--- src/rtl/div_54by27u_if.sv ---
// Handshake and data bundle between the datapath and the 54/27 unsigned divider.
// The master drives operands and takes results; the slave is the divider.
interface div_54by27u_if #(
    parameter int DIVIDEND_WIDTH = 54,
    parameter int DIVISOR_WIDTH  = 27
);
    logic                      in_valid;
    logic                      in_ready;
    logic [DIVIDEND_WIDTH-1:0] dividend;
    logic [DIVISOR_WIDTH-1:0]  divisor;
    logic                      out_valid;
    logic                      out_ready;
    logic [DIVIDEND_WIDTH-1:0] quotient;
    logic [DIVISOR_WIDTH-1:0]  remainder;
    logic                      div_by_zero;

    modport master (
        output in_valid, dividend, divisor, out_ready,
        input  in_ready, out_valid, quotient, remainder, div_by_zero
    );

    modport slave (
        input  in_valid, dividend, divisor, out_ready,
        output in_ready, out_valid, quotient, remainder, div_by_zero
    );
endinterface

--- src/rtl/div_54by27u.sv ---
// Sequential unsigned restoring divider, one quotient bit per clock.
// The dividend register shifts out MSB-first while quotient bits shift in behind it.
//
//   state | meaning
//   IDLE  | waiting for operands, in_ready=1
//   BUSY  | iterating (or one-cycle divide-by-zero fill when dbz_q=1)
//   DONE  | result presented, out_valid=1, held until out_ready
module div_54by27u #(
    parameter int DIVIDEND_WIDTH = 54,
    parameter int DIVISOR_WIDTH  = 27
) (
    input  logic            clk,
    input  logic            rst_n,
    div_54by27u_if.slave    bus
);
    localparam int CW = $clog2(DIVIDEND_WIDTH);

    typedef enum logic [1:0] {IDLE, BUSY, DONE} state_t;

    state_t                    state_q;
    logic [CW-1:0]             count_q;
    logic [DIVIDEND_WIDTH-1:0] quo_q;
    logic [DIVISOR_WIDTH-1:0]  rem_q;
    logic [DIVISOR_WIDTH-1:0]  dvsr_q;
    logic                      dbz_q;

    logic [DIVISOR_WIDTH:0]    rem_shift_d;
    logic [DIVISOR_WIDTH:0]    diff_d;
    logic                      take_d;

    always_comb begin
        rem_shift_d = {rem_q, quo_q[DIVIDEND_WIDTH-1]};
        diff_d      = rem_shift_d - {1'b0, dvsr_q};
        take_d      = ~diff_d[DIVISOR_WIDTH];
    end

    always_ff @(posedge clk or negedge rst_n) begin
        if (!rst_n) begin
            state_q <= IDLE;
            count_q <= '0;
            quo_q   <= '0;
            rem_q   <= '0;
            dvsr_q  <= '0;
            dbz_q   <= 1'b0;
        end else begin
            case (state_q)
                IDLE: begin
                    if (bus.in_valid) begin
                        quo_q   <= bus.dividend;
                        dvsr_q  <= bus.divisor;
                        rem_q   <= '0;
                        state_q <= BUSY;
                        if (bus.divisor == '0) begin
                            dbz_q   <= 1'b1;
                            count_q <= '0;
                        end else begin
                            dbz_q   <= 1'b0;
                            count_q <= CW'(DIVIDEND_WIDTH - 1);
                        end
                    end
                end
                BUSY: begin
                    if (dbz_q) begin
                        // quo_q still holds the untouched dividend here
                        rem_q   <= quo_q[DIVISOR_WIDTH-1:0];
                        quo_q   <= '1;
                        state_q <= DONE;
                    end else begin
                        rem_q   <= take_d ? diff_d[DIVISOR_WIDTH-1:0]
                                          : rem_shift_d[DIVISOR_WIDTH-1:0];
                        quo_q   <= {quo_q[DIVIDEND_WIDTH-2:0], take_d};
                        count_q <= count_q - CW'(1);
                        if (count_q == '0) begin
                            state_q <= DONE;
                        end
                    end
                end
                DONE: begin
                    if (bus.out_ready) begin
                        state_q <= IDLE;
                    end
                end
                default: state_q <= IDLE;
            endcase
        end
    end

    assign bus.in_ready    = (state_q == IDLE);
    assign bus.out_valid   = (state_q == DONE);
    assign bus.quotient    = quo_q;
    assign bus.remainder   = rem_q;
    assign bus.div_by_zero = dbz_q;
endmodule
--- src/flat_wrapper.sv ---
// flat-port wrapper written by rule: the top's interface ports become plain ports
module div_54by27u_flat 
#(
    parameter int DIVIDEND_WIDTH = 54,
    parameter int DIVISOR_WIDTH  = 27
)
  (clk, rst_n, bus_in_valid, bus_dividend, bus_divisor, bus_out_ready, bus_in_ready, bus_out_valid, bus_quotient, bus_remainder, bus_div_by_zero);
  div_54by27u_if #(.DIVIDEND_WIDTH(DIVIDEND_WIDTH), .DIVISOR_WIDTH(DIVISOR_WIDTH)) bus_i ();
  input  logic clk;
  input  logic rst_n;
  input wire logic [$bits(bus_i.in_valid)-1:0] bus_in_valid;
  input wire logic [$bits(bus_i.dividend)-1:0] bus_dividend;
  input wire logic [$bits(bus_i.divisor)-1:0] bus_divisor;
  input wire logic [$bits(bus_i.out_ready)-1:0] bus_out_ready;
  output wire logic [$bits(bus_i.in_ready)-1:0] bus_in_ready;
  output wire logic [$bits(bus_i.out_valid)-1:0] bus_out_valid;
  output wire logic [$bits(bus_i.quotient)-1:0] bus_quotient;
  output wire logic [$bits(bus_i.remainder)-1:0] bus_remainder;
  output wire logic [$bits(bus_i.div_by_zero)-1:0] bus_div_by_zero;
  assign bus_i.in_valid = bus_in_valid;
  assign bus_i.dividend = bus_dividend;
  assign bus_i.divisor = bus_divisor;
  assign bus_i.out_ready = bus_out_ready;
  assign bus_in_ready = bus_i.in_ready;
  assign bus_out_valid = bus_i.out_valid;
  assign bus_quotient = bus_i.quotient;
  assign bus_remainder = bus_i.remainder;
  assign bus_div_by_zero = bus_i.div_by_zero;
  div_54by27u #(.DIVIDEND_WIDTH(DIVIDEND_WIDTH), .DIVISOR_WIDTH(DIVISOR_WIDTH)) u_core (.clk(clk), .rst_n(rst_n), .bus(bus_i));
endmodule
--- config.mk ---
export PLATFORM = sky130hd
export DESIGN_NAME = div_54by27u_flat
export DESIGN_NICKNAME = d
export VERILOG_FILES = /design/src/rtl/div_54by27u_if.sv /design/src/rtl/div_54by27u.sv /design/src/flat_wrapper.sv
export SDC_FILE = /design/constraint.sdc
export NUM_CORES = 1
export LEC_CHECK = 0
export ABC_AREA = 1
export CORE_UTILIZATION = 56
export DETAILED_ROUTE_END_ITERATION = 7
export PLACE_DENSITY = 0.95
export SLEW_MARGIN = 20
export SYNTH_ARGS = -nofsm -noshare
export SYNTH_HDL_FRONTEND = slang
export SYNTH_SLANG_ARGS = --single-unit
export TNS_END_PERCENT = 50
--- constraint.sdc ---
create_clock -name clk -period 3.85 [get_ports clk]
set_input_delay 0.385 -clock clk [delete_from_list [all_inputs] [get_ports clk]]
set_output_delay 0.385 -clock clk [all_outputs]
set_load 0.02 [all_outputs]
==> results.txt <==
status: finished clean
R2R depth: 6
hold buffers post-CTS: 0
worst path required time: 4170 ps
clock buffer count from CTS: 17
Worst slew margin: 0.3646
Final setup viols: 0
sequential area share after synthesis: 0.3766
Synth Flop Type: dfrtp_1
TNS Setup: 0 ps
Max clock buf depth: 2
RSZ-0062 raised after global routing: no
DR iter-0 viols: 960
initial antenna violation count: 0
io pins: 169
final hold violations: 0
Clk Latency, worst-skew pair: 430 ps
Synth top area share: 0.3766
P_leak: 5.336 nW
CTS clk-pin slew, worst paths: 60 ps
synth top area cells: dfrtp_1 (38%), nand2_1 (21%), inv_1 (10%)
min Tclk post-route: 2784 ps
Critical-path top delay cell: buf_4
Syn Area/Cell: 6.819 µm²
critical-path maximum fanout: 72
Mapped Area: 7774 µm²
Yosys Warn Count: 0
P&R area growth vs syn: 29.81%
startpoint types: register
Ant. Diodes: 0
core footprint: 13400 µm²
first-pass GRT wire length: 38.96 mm
CTS Sinks: 117
Util after Layout: 0.7530
Clock Tree Root: clkbuf_16
FILL cells: 970
Min-Delay Path Class: input port to asynchronous set/reset pin
Sequential Area: 2929 µm²
Critical Path AT: 3100 ps
nets@finish: 1406
fin crit share: 0.7231
die width: 119.8 µm
total track usage: 0.3470
post-CTS setup buffer count: 0
Fmax: 0.3592 GHz
Multi-input gate area: 3842 µm²
critical path class: register to register
Vias/cell: 5.570
Slew Viols, Final: 0
largest net degree at the start of global routing: 73
ys async rst share: 1.000
worst path cell trace: nor2_1, inv_1, nand2_2, buf_4, o221ai_1, o21ai_0
flops & latches, synth: 117
Worst path max stage delay: 580 ps
Post-Synthesis Cells: 1140
DR DRC count: 0
# H-tree levels: 4
Die Y: 119.8 µm
PwrDens: 1067 nW/µm²
number of routed nets with antenna violations: 0
Rows: 42
EDFF count, synth: 0
synth cell count leaders: nand2_1 (425), inv_1 (207), dfrtp_1 (117)
clock skew after layout: 11.85 ps
distinct cell type count after synthesis: 34
GRT Residual Overflow: 0
FF-to-FF Start: u_core.state_q[1]$_DFFE_PN0P_
max_cap viols: 0
total wire length: 23.83 mm
die area: 14360 µm²
Synth area leader: dfrtp_1
initial core utilization: 0.5801
share of cells above drive strength 1: 0.04755
Worst Tran Pin Value: 951.8 ps
syn nets: 1255
Avg WL per Cell: 16.10 µm
RD Place Congestion: 0.9625
CTS tree: built
Post-Place Cells: 1448
maximum vdd ir drop: 0.001004 V
non-filler cells, final: 1480
DRT Pass-1 Iters: 8
critical path launch point: u_core.state_q[1]$_DFFE_PN0P_
Crit. End Element: register
Post-DP HPWL: 16.70 mm
top-count cell post-synth: nand2_1
# port buffers: 168
post_cts resized: 0
Vias: 8244
vias in the first global route: 8164
per-layer routing:
metal	wire length, µm	track usage	part of all wire	vias to the layer above
met3	1692	0.05941	0.071	90
met4	1256	0.2141	0.053	0
li1	-	-	-	3908
met2	11680	0.5853	0.49	433
met1	9200	0.4124	0.39	3813
met5	0	0	0	-
registers in the layout, indices dropped and copies added (netlist names):
register                count
u_core.dvsr_q              27
u_core.count_q              6
u_core.bus.div_by_zero      1
u_core.state_q              2
u_core.bus.remainder       27
u_core.bus.quotient        54
metrics by stage:
step | setup WS (ps) | instance area, µm² | total power [mW] | hold slack (ps)
CTS | 1166 | 10090 | 10.67 | 92.73
global placement | 1363 | 9515 | 8.742 | 465.9
floorplan | 1695 | 7774 | 7.016 | 89.41
detailed placement | 1276 | 9515 | 8.974 | 475.6
global route | 795.3 | 10090 | 11.65 | 134.2
finish | 1066 | 10090 | 10.76 | 46.13
worst paths after layout:
check,slack [ps],end
max in group asynchronous,2890,u_core.count_q[1]$_DFFE_PN0P_
max,1070,u_core.bus.quotient[1]$_DFFE_PN0P_
min reg2reg,490,u_core.dvsr_q[8]$_DFFE_PN0P_
max reg2reg,1070,u_core.bus.quotient[1]$_DFFE_PN0P_
min,50,u_core.dvsr_q[19]$_DFFE_PN0P_
min in group clk,490,u_core.dvsr_q[8]$_DFFE_PN0P_
report_power, final:
group	switching (mW)	total (mW)	internal, mW	leakage (nW)
clock	0.598	1.56	0.963	0.275
sequential	0.541	2.37	1.83	1.44
combinational	4.34	6.83	2.49	3.63
total	5.48	10.8	5.29	5.34
cells by family after synthesis:
family                   count (synthesis)  share of synthesized area
AO/OA/AOI/OAI                          160                     0.1310
XOR/XNOR                                11                    0.01239
flip-flops                             117                     0.3766
buffers and inverters                  254                     0.1294
AND/OR/NAND/NOR                        568                     0.3013
adder cells (fa/ha/maj)                 30                    0.04925
cells in the final DEF, fill, tap and decap left out, types with 4 or more instances in the layout:
master | synthesis | routed
ha_1 | 29 | 29
nand3_1 | 54 | 54
o221ai_1 | 53 | 53
nand3b_1 | 5 | 5
dfrtp_1 | 117 | 116
nand2_1 | 425 | 424
xnor2_1 | 8 | 8
clkinvlp_4 | 0 | 4
clkdlybuf4s50_1 | 0 | 167
clkinv_2 | 0 | 5
nor2_1 | 45 | 45
nand4_1 | 13 | 13
nor3_1 | 4 | 4
a31oi_1 | 4 | 4
clkbuf_16 | 0 | 17
a21oi_1 | 38 | 38
nand2_2 | 12 | 13
buf_4 | 0 | 8
inv_1 | 207 | 207
o21ai_0 | 59 | 59
worst max-delay path: cells and delay by family (launching register included):
kind / cells / cell delay (ps)
AO/OA/AOI/OAI: 2 / 480
buffers and inverters: 2 / 1080
flip-flops: 1 / 400
AND/OR/NAND/NOR: 2 / 690
layout make-up:
| type | count | area share |
|---|---|---|
| sequential | 117 | 0.2903 |
| multi-input combinational | 769 | 0.3808 |
| tap | 176 | 0.02182 |
| inverter | 211 | 0.07849 |
| clock buffer | 19 | 0.04389 |
| timing repair buffer | 175 | 0.1716 |
| clock inverter | 13 | 0.01314 |
(Power assumes the default switching activity.)
